File: src/rtl/isa_pkg.sv
// Shared ISA constants so the fetch queue and the decoder agree on word layout.
// NOP_WORD encodes CLEAR CARRY (bit 15) and is issued as the pipeline bubble.
package isa_pkg;

    localparam int INS_W = 22;
    localparam int OP_LSB = 8;
    localparam int OP_W = 14;
    localparam int IQ_DEPTH = 4;
    localparam logic [INS_W-1:0] NOP_WORD = 22'h008000;

endpackage

File: src/rtl/ins_fifo_core.sv
// Plain circular buffer: storage, read/write pointers and occupancy count.
// Knows nothing about bubbles; the caller gates push/pop and drives clear.
module ins_fifo_core #(
    parameter int W     = 22,
    parameter int DEPTH = 4
) (
    input  logic                     clk,
    input  logic                     reset,
    input  logic                     clear,
    input  logic                     push,
    input  logic                     pop,
    input  logic [W-1:0]             wr_data,
    output logic [W-1:0]             rd_data,
    output logic [$clog2(DEPTH):0]   count,
    output logic                     full,
    output logic                     empty
);

    localparam int PW = $clog2(DEPTH);
    localparam int CW = PW + 1;

    logic [W-1:0]  storage_r [DEPTH];
    logic [PW-1:0] wr_ptr_r;
    logic [PW-1:0] rd_ptr_r;
    logic [CW-1:0] count_r;

    // Entry storage; deliberately not reset, empty masking hides stale words.
    always_ff @(posedge clk) begin
        if (push) begin
            storage_r[wr_ptr_r] <= wr_data;
        end
    end

    // Pointers wrap naturally because DEPTH is a power of two.
    always_ff @(posedge clk) begin
        if (reset || clear) begin
            wr_ptr_r <= {PW{1'b0}};
            rd_ptr_r <= {PW{1'b0}};
            count_r  <= {CW{1'b0}};
        end else begin
            if (push) begin
                wr_ptr_r <= wr_ptr_r + 1'b1;
            end
            if (pop) begin
                rd_ptr_r <= rd_ptr_r + 1'b1;
            end
            case ({push, pop})
                2'b10:   count_r <= count_r + 1'b1;
                2'b01:   count_r <= count_r - 1'b1;
                default: count_r <= count_r;
            endcase
        end
    end

    assign rd_data = storage_r[rd_ptr_r];
    assign count   = count_r;
    assign full    = (count_r == CW'(DEPTH));
    assign empty   = (count_r == {CW{1'b0}});

endmodule

File: src/rtl/instruction_queue.sv
// Fetch-to-decode instruction queue with valid/ready handshakes, flush and
// NOP bubble insertion; the head word is presented combinationally.
module instruction_queue
    import isa_pkg::*;
#(
    parameter int                INS_W_P  = INS_W,
    parameter int                OP_LSB_P = OP_LSB,
    parameter int                OP_W_P   = OP_W,
    parameter int                DEPTH    = IQ_DEPTH,
    parameter logic [INS_W_P-1:0] NOP_W_P = NOP_WORD
) (
    input  logic                     clk,
    input  logic                     reset,
    input  logic [INS_W_P-1:0]       in_ins,
    input  logic                     in_valid,
    output logic                     in_ready,
    input  logic                     flush,
    input  logic                     is_void,
    output logic [INS_W_P-1:0]       out_ins_completa,
    output logic [OP_W_P-1:0]        out_ins,
    output logic                     out_valid,
    input  logic                     out_ready,
    output logic [$clog2(DEPTH):0]   count
);

    logic                push_s;
    logic                pop_s;
    logic                full_s;
    logic                empty_s;
    logic [INS_W_P-1:0]  head_s;

    // A flush cycle discards any transfer that would otherwise happen.
    assign push_s = in_valid && !full_s && !flush;
    assign pop_s  = !empty_s && out_ready && !is_void && !flush;

    ins_fifo_core #(
        .W     (INS_W_P),
        .DEPTH (DEPTH)
    ) u_core (
        .clk     (clk),
        .reset   (reset),
        .clear   (flush),
        .push    (push_s),
        .pop     (pop_s),
        .wr_data (in_ins),
        .rd_data (head_s),
        .count   (count),
        .full    (full_s),
        .empty   (empty_s)
    );

    // Bubble overrides the head and is itself an executable instruction.
    always_comb begin
        out_ins_completa = NOP_W_P;
        out_valid        = 1'b0;
        if (is_void) begin
            out_ins_completa = NOP_W_P;
            out_valid        = 1'b1;
        end else if (empty_s) begin
            out_ins_completa = NOP_W_P;
            out_valid        = 1'b0;
        end else begin
            out_ins_completa = head_s;
            out_valid        = 1'b1;
        end
    end

    assign out_ins  = out_ins_completa[OP_LSB_P +: OP_W_P];
    assign in_ready = !full_s;

endmodule

File: config.mk
export PLATFORM = sky130hd
export DESIGN_NAME = instruction_queue
export DESIGN_NICKNAME = d
export VERILOG_FILES = /design/src/rtl/isa_pkg.sv /design/src/rtl/ins_fifo_core.sv /design/src/rtl/instruction_queue.sv
export SDC_FILE = /design/constraint.sdc
export NUM_CORES = 1
export LEC_CHECK = 0
export BUFFER_PORTS_ARGS = -buffer_cell sky130_fd_sc_hd__buf_2
export CORE_UTILIZATION = 35
export CTS_CLUSTER_SIZE = 20
export DETAILED_ROUTE_END_ITERATION = 10
export SLEW_MARGIN = 15
export SYNTH_ARGS = -nofsm -noshare
export SYNTH_HDL_FRONTEND = slang
export SYNTH_SLANG_ARGS = --single-unit
File: constraint.sdc
create_clock -name clk -period 4.4 [get_ports clk]
set_clock_uncertainty 0.15 [all_clocks]
set_input_delay 0.66 -clock clk [delete_from_list [all_inputs] [get_ports clk]]
set_output_delay 0.66 -clock clk [all_outputs]
set_load 0.02 [all_outputs]
==> results.yml, run 1 <==
cells_and_area:
  antenna_cells: 0
  fillCellCount: 979
  drive_gt1_share_pct: 42.3
  fin_nets: 301
  area_growth_pct: 16.2
logic_synthesis:
  synth.area.mux_share_pct: 12.9
  syn_area_per_cell_um2: 19.1
  post_synth_num_cell_types: 35
  synth_seq_cells: 97
  ys_seq_area_share_pct: 71.4
  synth-simple-area-share_pct: 6.96
  synth_top_family_by_area: "multiplexers"
  ys_warn_count: 0
  syn_inst: 207
  synth_compound_area_share_pct: 1.77
  synthAdderAreaFrac_pct: 2.09
  synth_nets: 241
  syn_area_um2: 3960
  synth_xor_area_share_pct: 0.443
detailed_routing:
  first_iter_violations: 37
  drt-pass1-iter-count: 4
  vias: 1913
  viasPerCell: 4.64
  route.detailed.drc: 0
  finalWirelength_um: 6600
  wire_per_inst_um: 16.0
  drtAntennaViolNets: 0
worst_setup_path:
  required_ns: 4.51
  crit_buf_inv: 1
  critical_path_arrival_ns: 3.02
  path_depth: 9
  path_cells: "nor3_2 -> or2_1 -> buf_4 -> nor3_1 -> ha_1 -> fa_1 -> xnor2_1 -> or3_2 -> a21oi_1"
  critPathTopFamily: "simple AND/OR/NAND/NOR gates"
  worstPathMaxFanout: 17
  crit_start: "u_core.count[0]"
  crit_type: "flop to flop"
  crit_slowest_cell: "or3_2"
  crit_path_start_kind: "flop"
  worst_path_largest_cell_delay_ns: 0.40
  cp-end-kind: "flop"
  worstReg2RegStart: "u_core.count[0]"
  reg2reg_depth: 9
power_and_ir_drop:
  swShare_pct: 19.5
  vdd_drop_max_v: 0.000225
  p_seq_share_pct: 57.5
  p_int_mw: 1.43
  p_per_area_nw_per_um2: 387
  clock_power_share_pct: 38.5
  leakagePower_nw: 1.62
  pwr-share-comb_pct: 4.0
  power_switching_uw: 347
floorplanning:
  core_um2: 10900
  die_y_um: 108
  dieWidth_um: 108
  ios: 69
  rows: 38
  die-area_um2: 11700
  start_util_pct: 36.2
global_routing:
  overflow: 0
  grt_pass1_vias: 1965
  grt_util_all_layers_pct: 12.4
  grt_antenna_before_repair: 0
  grt_max_degree: 23
  grt_pass1_wl_um: 10300
sta:
  slew_violations: 0
  period_needed_ns: 2.90
  setup_tns_ns: 0
  grt_setup_unrepaired: "no"
  slew_headroom_pct: 56.7
  timing.fmax_mhz: 345
  final.period_utilization_pct: 66.0
  worstMarginPinSlew_ns: 0.650
  timing_hold_violations_final: 0
  setup-violations-final: 0
  whs_ns: 0.360
hold_path:
  hold_class: "flop to flop"
  min_from: "u_core.rd_ptr_r[1]"
  worstHoldPathCells: 2
cts:
  postCtsSetupRepairBufs: 0
  holdBufCountCts: 0
  root_buffer: "clkbuf_16"
  numCtsBuffers: 9
  clk_latency_ns: 0.33
  cts_tree: "yes"
  htreeDepth: 3
  post_cts_resized: 0
  cts.reportedPaths.clkPinSlew_ns: 0.06
  clock_path_buffers: 2
  clkSinkCount: 97
outcome:
  outcome: "completed"
placed_design:
  gp_congestion: 0.692
  place_hpwl_um: 4180
  port-buffer-count: 68
flow_run:
  max-cap-violations: 0
-- worst reg2reg max path: stages, from the launching register on --
cell and delay (ns):
dfxtp_1 0.36, nor3_2 0.32, or2_1 0.34, buf_4 0.31, nor3_1 0.08, ha_1 0.22
fa_1 0.39, xnor2_1 0.14, or3_2 0.40, a21oi_1 0.14
-- final cells by class --
cell class	count	area [µm²]	area share (%)
multi-input combinational	84	955	20.8
timing repair buffer	71	363	7.90
sequential	97	2820	61.4
inverter	4	15.0	0.327
clock inverter	5	31.3	0.681
tap	140	175	3.81
clock buffer	11	233	5.06
-- worst paths after layout --
check / to / slack [ns]
max: u_core.count[2] / 1.50
min reg2reg: u_core.rd_ptr_r[1] / 0.36
min: u_core.rd_ptr_r[1] / 0.36
max reg2reg: u_core.count[2] / 1.50
-- metrics by stage --
| step | std cells | worst slack, ns | util (%) | instance area [µm²] | total power, mW |
|---|---|---|---|---|---|
| final | 412 | 1.50 | 42.0 | 4600 | 1.78 |
| after global routing | 412 | 1.24 | 42.0 | 4600 | 1.84 |
| after CTS | 412 | 1.44 | 42.0 | 4600 | 1.80 |
| after detailed placement | 396 | 1.41 | 39.6 | 4330 | 1.11 |
| after global placement | 396 | 1.42 | 39.6 | 4330 | 1.11 |
| after floorplan | 207 | 1.75 | - | 3960 | 1.08 |
-- sequential cells by signal, summed over array words and instances, names as in the netlist, named ones only --
register / count
u_core.rd_ptr_r: 2
u_core.wr_ptr_r: 2
u_core.count: 3
u_core.storage_r: 88
-- routing by layer --
layer  track usage (%)  share of wire (%)  vias up
li1                  -                  -      913
met1              15.0                 44      954
met2              21.0                 51       41
met3              3.38                3.8        5
met4              5.21                1.3        0
met5                 0                  0        -
-- synth_stat cells (all sizes together) --
master	count	share of area, %
a21o	1	0.22
a21oi	3	0.38
and2	1	0.22
and3	4	0.76
buf	21	4.0
clkbuf	1	0.095
dfxtp	9	4.6
edfxtp	88	67
fa	1	0.51
ha	5	1.6
inv	4	0.38
mux2i	1	0.25
mux4	22	13
nand2b	1	0.16
nand3	1	0.13
nand3b	1	0.19
nand4	1	0.16
nor2	3	0.28
nor2b	22	3.5
nor3	2	0.38
o21ai	2	0.25
o311ai	1	0.22
o31ai	3	0.70
or2	2	0.32
or3	4	0.66
or3b	1	0.22
xnor2	1	0.22
xor2	1	0.22
-- power by group through the flow --
stage                     Clock [mW]  Sequential, mW  Combinational, mW
after global routing           0.740            1.02             0.0788
after floorplan                    0            1.04             0.0411
after global placement             0            1.04             0.0710
after detailed placement           0            1.04             0.0723
final                          0.685            1.02             0.0706
after CTS                      0.702            1.02             0.0725
-- cell families (layout without fill, tap and decap cells) --
logic type / after synthesis / in the layout
compound gates: 10 / 10
flops: 97 / 97
buf+inv: 26 / 91
simple gates: 43 / 43
mux: 23 / 23
xor+xnor: 2 / 2
fa+ha+maj: 6 / 6
-- cells in the final DEF (no fill, tap or decap), types with 2 or more instances in the layout --
cell type / instances
edfxtp_1: 88
buf_2: 68
nor2b_1: 22
mux4_2: 21
clkbuf_16: 9
dfxtp_1: 8
ha_1: 5
inv_1: 4
and3_2: 4
or3_1: 3
a21oi_1: 3
nor2_1: 3
buf_4: 3
o31ai_1: 2
o21ai_0: 2
clkinv_1: 2
clkbuf_1: 2
clkinvlp_4: 2
Note: power is estimated with default switching activity, not from simulation.
==> run 2, diff against run 1 <==
--- a/config.mk
+++ b/config.mk
@@ -5,6 +5,7 @@
 export SDC_FILE = /design/constraint.sdc
 export NUM_CORES = 1
 export LEC_CHECK = 0
+export ABC_AREA = 1
 export BUFFER_PORTS_ARGS = -buffer_cell sky130_fd_sc_hd__buf_2
 export CORE_UTILIZATION = 35
 export CTS_CLUSTER_SIZE = 20
==> constraint.sdc (replaced) <==
create_clock -name clk -period 2.46 [get_ports clk]
set_clock_uncertainty 0.15 [all_clocks]
set_input_delay 0.369 -clock clk [delete_from_list [all_inputs] [get_ports clk]]
set_output_delay 0.369 -clock clk [all_outputs]
set_load 0.02 [all_outputs]
==> results.yml, run 2 <==
cells_and_area:
  fin_nets: 466
  regMostFlops: "u_core.storage_r"
  drive_gt1_share_pct: 23.1
  final_cell_mix: "104 x nand2_1, 88 x edfxtp_1, 68 x buf_2"
  area_growth_pct: 16.8
  antenna_cells: 0
  largest_reg_flops: 88
  final_common_cell: "nand2_1"
  final_cells: 580
  fillCellCount: 1055
detailed_routing:
  vias: 2681
  first_iter_violations: 149
  route.detailed.drc: 0
  wire_per_inst_um: 13.7
  finalWirelength_um: 7960
  viasPerCell: 4.62
  drt-pass1-iter-count: 4
  drtAntennaViolNets: 0
sta:
  setup_tns_ns: 0
  timing.fmax_mhz: 444
  final.period_utilization_pct: 91.6
  slew_headroom_pct: 66.5
  worstMarginPinSlew_ns: 0.501
  timing_hold_violations_final: 0
  grt_setup_unrepaired: "no"
  setup-violations-final: 0
  period_needed_ns: 2.25
  slew_violations: 0
global_routing:
  grt_max_degree: 45
  grt_pass1_vias: 2580
  grt_pass1_wl_um: 12900
  busiest_layer: "met2"
  met3_usage_pct: 3.83
  use_met2_pct: 22.0
  met1_usage_pct: 17.3
  overflow: 0
  grt_antenna_before_repair: 0
  grt_util_all_layers_pct: 13.6
logic_synthesis:
  synth_top_area_share_pct: 63.7
  synth_seq_cells: 97
  yosys.area.top_type: "edfxtp_1"
  ys_warn_count: 0
  synth-edff-count: 88
  syn_area_um2: 4150
  synth.most_common_cell: "nand2_1"
  synth_common_cells: "104 x nand2_1, 88 x edfxtp_1, 57 x nor2_1"
  ys_seq_area_share_pct: 68.1
  ys.flop_type: "edfxtp_1"
  async_flop_share_pct: 0
  synth_nets: 406
  post_synth_num_cell_types: 23
  ys_top_cells_by_area: "edfxtp_1 64%, nand2_1 9.4%, nor2_1 5.2%"
  syn_inst: 372
  syn_area_per_cell_um2: 11.1
floorplanning:
  start_util_pct: 36.2
  die_y_um: 111
  die-area_um2: 12300
  ios: 69
  core_um2: 11500
  rows: 39
  dieWidth_um: 111
cts:
  holdBufCountCts: 0
  clkSinkCount: 97
  numCtsBuffers: 9
  cts.reportedPaths.clkPinSlew_ns: 0.07
  htreeDepth: 3
  root_buffer: "clkbuf_16"
  clk_latency_ns: 0.33
  clock_path_buffers: 2
  cts_tree: "yes"
outcome:
  outcome: "completed"
power_and_ir_drop:
  power_mw: 3.37
  swShare_pct: 21.0
  vdd_drop_max_v: 0.000389
  p_seq_share_pct: 54.3
  power_switching_uw: 708
  clock_power_share_pct: 40.7
  pwr-share-comb_pct: 5.0
  p_int_mw: 2.66
  p_per_area_nw_per_um2: 696
  leakagePower_nw: 1.98
placed_design:
  gp_congestion: 0.714
  place_hpwl_um: 4950
  dp_cells: 563
  port-buffer-count: 68
flow_run:
  max-cap-violations: 0
worst_setup_path:
  worstPathMaxFanout: 21
  cp-end-kind: "output pin"
  required_ns: 1.94
  crit_path_start_kind: "flop"
  crit_type: "flop to output pin"
  critical_path_arrival_ns: 1.73
hold_path:
  hold_class: "primary input to flop"
## run 2: timing repair
item / CTS / global route
buffers inserted: 0 / 1
gates resized for setup: 1 / 0
endpoints found under the setup margin: 10 / 2
pin swaps: 0 / 0
## run 2: power by group through the flow
stage	registers, mW	logic (mW)	clock network [mW]
final	1.83	0.168	1.37
after global routing	1.83	0.189	1.47
after CTS	1.83	0.171	1.40
after detailed placement	1.87	0.170	0
after global placement	1.87	0.166	0
after floorplan	1.87	0.101	0
## run 2: area by class of cell
type / instances / area, µm² / share of cell area, %
flip-flops and latches: 97 / 2830 / 58.4
multi-input cells: 226 / 1030 / 21.3
well taps: 143 / 179 / 3.69
repair buffers: 78 / 432 / 8.91
inverters: 20 / 82.6 / 1.70
clock inverters: 7 / 67.6 / 1.39
clock buffers: 9 / 225 / 4.65
## run 2: final timing paths
| kind | end | from | slack [ns] | cells past startpoint |
|---|---|---|---|---|
| worst min register to register | u_core.rd_ptr_r[1] | u_core.rd_ptr_r[1] | 0.39 | 2 |
| worst max register to register | u_core.count[2] | u_core.count[1] | 0.34 | 10 |
| worst max-delay path | out_ins_completa[10] | u_core.count[1] | 0.21 | 6 |
| worst min-delay path | u_core.storage_r[1][14] | in_ins[14] | 0.09 | 1 |
## run 2: kinds of logic after synthesis
family          share of synthesized area, %
buf+inv                                 7.81
flops                                   68.1
fa+ha+maj                               1.99
compound gates                          5.94
simple gates                            16.2
## run 2: critical path, cell delays in order (launching register included)
cell and delay (ns):
dfxtp_1 0.38, inv_1 0.11, nand3b_4 0.12, nand2_1 0.06, buf_4 0.23, a21oi_1 0.27
buf_2 0.22
## run 2: layer usage
metal / vias to the layer above / wire length [µm]
li1: 1351 / -
met1: 1247 / 3590
met2: 72 / 3860
met3: 11 / 414
met4: 0 / 105
met5: - / 0
## run 2: stage by stage
| stage | setup slack, ns | instance area [µm²] | utilization [%] | hold WS [ns] |
|---|---|---|---|---|
| after floorplan | -0.0770 | 4150 | - | 0.318 |
| after global routing | 0.0739 | 4840 | 42.2 | 0.0822 |
| after detailed placement | 0.307 | 4540 | 39.6 | 0.379 |
| final | 0.207 | 4840 | 42.2 | 0.0937 |
| after global placement | 0.365 | 4540 | 39.6 | 0.375 |
| after CTS | 0.127 | 4830 | 42.1 | 0.0866 |
==> run 3, diff against run 2 <==
--- a/config.mk
+++ b/config.mk
@@ -10,6 +10,7 @@
 export CORE_UTILIZATION = 35
 export CTS_CLUSTER_SIZE = 20
 export DETAILED_ROUTE_END_ITERATION = 10
+export REMOVE_ABC_BUFFERS = 1
 export SLEW_MARGIN = 15
 export SYNTH_ARGS = -nofsm -noshare
 export SYNTH_HDL_FRONTEND = slang
==> results.yml, run 3 (synthesized netlist as in run 2, its figures left out) <==
power_and_ir_drop:
  swShare_pct: 19.6
  p_int_mw: 2.87
  leakagePower_nw: 2.01
  p_per_area_nw_per_um2: 734
  vdd_drop_max_v: 0.000379
  pwr-share-comb_pct: 4.7
  clock_power_share_pct: 44.1
  power_mw: 3.58
  p_seq_share_pct: 51.3
  power_switching_uw: 702
cts:
  cts_tree: "yes"
  htreeDepth: 3
  cts.reportedPaths.clkPinSlew_ns: 0.06
  clkSinkCount: 97
  clock_path_buffers: 2
  postCtsSetupRepairBufs: 0
  holdBufCountCts: 0
  numCtsBuffers: 9
  root_buffer: "clkbuf_16"
  clk_latency_ns: 0.34
sta:
  period_needed_ns: 2.26
  grt_setup_unrepaired: "no"
  slew_violations: 0
  slew_headroom_pct: 69.4
  worstMarginPinSlew_ns: 0.457
  setup-violations-final: 0
  setup_tns_ns: 0
  timing_hold_violations_final: 0
  timing.fmax_mhz: 442
  final.period_utilization_pct: 92.0
placed_design:
  place_hpwl_um: 5030
  port-buffer-count: 68
  placed_area_um2: 4520
  gp_congestion: 0.698
  dp_cells: 564
floorplanning:
  die_y_um: 111
  rows: 39
  die-area_um2: 12300
  core_um2: 11500
  dieWidth_um: 111
  ios: 69
  start_util_pct: 36.2
cells_and_area:
  fin_nets: 466
  final_cell_mix: "103 x nand2_1, 88 x edfxtp_1, 68 x buf_2"
  drive_gt1_share_pct: 23.6
  final_common_cell: "nand2_1"
  area_growth_pct: 17.4
  fin_area_um2: 4870
  antenna_cells: 0
  fillCellCount: 1071
  largest_reg_flops: 88
  final_cells: 580
  regMostFlops: "u_core.storage_r"
worst_setup_path:
  cp-end-kind: "output pin"
  reg2reg_depth: 9
  worstReg2RegStart: "u_core.count[0]"
  required_ns: 1.94
  crit_slowest_cell: "dfxtp_1"
  rrSetupSlack_ns: 0.38
  worstPathMaxFanout: 8
  crit_type: "flop to output pin"
  critical_path_arrival_ns: 1.75
  crit_path_start_kind: "flop"
  r2r_end: "u_core.count[2]"
  path_cells: "inv_1 -> nand3b_4 -> nand2_2 -> buf_4 -> a21oi_1 -> buf_2"
  worst_path_largest_cell_delay_ns: 0.39
detailed_routing:
  finalWirelength_um: 8030
  wire_per_inst_um: 13.8
  vias: 2663
  viasPerCell: 4.59
  drt-pass1-iter-count: 4
  first_iter_violations: 182
  drtAntennaViolNets: 0
  route.detailed.drc: 0
hold_path:
  worstHoldPathCells: 1
  hold_class: "primary input to flop"
  min_from: "in_ins[9]"
  hold_path_end: "u_core.storage_r[1][9]"
global_routing:
  grt_pass1_vias: 2569
  grt_max_degree: 45
  grt_pass1_wl_um: 12800
  overflow: 0
  grt_util_all_layers_pct: 13.6
  grt_antenna_before_repair: 0
outcome:
  outcome: "completed"
flow_run:
  max-cap-violations: 0
## run 3: changes by cell type in the layout (fill, tap and decap cells not counted), sizes merged
cell	previous run	this run
bufinv	1	3
clkinvlp	1	0
clkinv	3	2
## run 3: through the flow
step	setup WS, ns	hold WS, ns	utilization [%]
after floorplan	-0.0770	0.318	-
after global placement	0.440	0.370	39.5
after detailed placement	0.399	0.403	39.5
after CTS	0.0113	0.0758	42.4
after global routing	0.0646	0.0768	42.5
final	0.196	0.0885	42.5
## run 3: how the worst max path moves through the flow
stage / slack [ns] / from / to / depth (start not counted)
after floorplan: -0.08 / u_core.count[1] / u_core.storage_r[0][0] / 4
after global placement: 0.44 / is_void / out_ins_completa[3] / 6
after detailed placement: 0.40 / u_core.count[0] / out_ins_completa[3] / 6
after CTS: 0.01 / u_core.count[0] / out_ins_completa[3] / 6
after global routing: 0.06 / u_core.count[1] / out_ins_completa[11] / 6
final: 0.20 / u_core.count[0] / out_ins_completa[3] / 6
## run 3: worst max-delay path, delay by kind of cell (launching register included)
family          cells  cell delay, ns
compound gates      1            0.17
buf+inv             3            0.55
simple gates        2            0.30
flops               1            0.39
## run 3: final cells by class
type                            instances  area, µm²  share of cell area, %
Clock inverter                          7        116                   2.39
Clock buffer                            9        225                   4.62
Timing Repair Buffer                   78        428                   8.78
Tap cell                              143        179                   3.67
Multi-Input combinational cell        226       1010                   20.8
Sequential cell                        97       2830                   58.0
Inverter                               20       82.6                   1.70
## run 3: power groups by stage
stage / clock (mW) / sequential (mW) / combinational [mW]
floorplan: 0 / 1.87 / 0.0859
global placement: 0 / 1.87 / 0.165
detailed placement: 0 / 1.87 / 0.168
CTS: 1.61 / 1.83 / 0.169
global route: 1.67 / 1.83 / 0.187
finish: 1.58 / 1.83 / 0.167
## run 3: routing by layer
metal | up-vias | global-route usage [%] | part of all wire, %
li1 | 1348 | - | -
met1 | 1237 | 16.6 | 44
met2 | 68 | 22.5 | 48
met3 | 10 | 4.81 | 6.4
met4 | 0 | 4.27 | 1.1
met5 | - | 0 | 0
## run 3: timing repair
item | 4_1_cts | 5_1_grt
resized for setup | 0 | 2
hold endpoints to repair | 0 | 0
endpoints found under the setup margin | 0 | 24
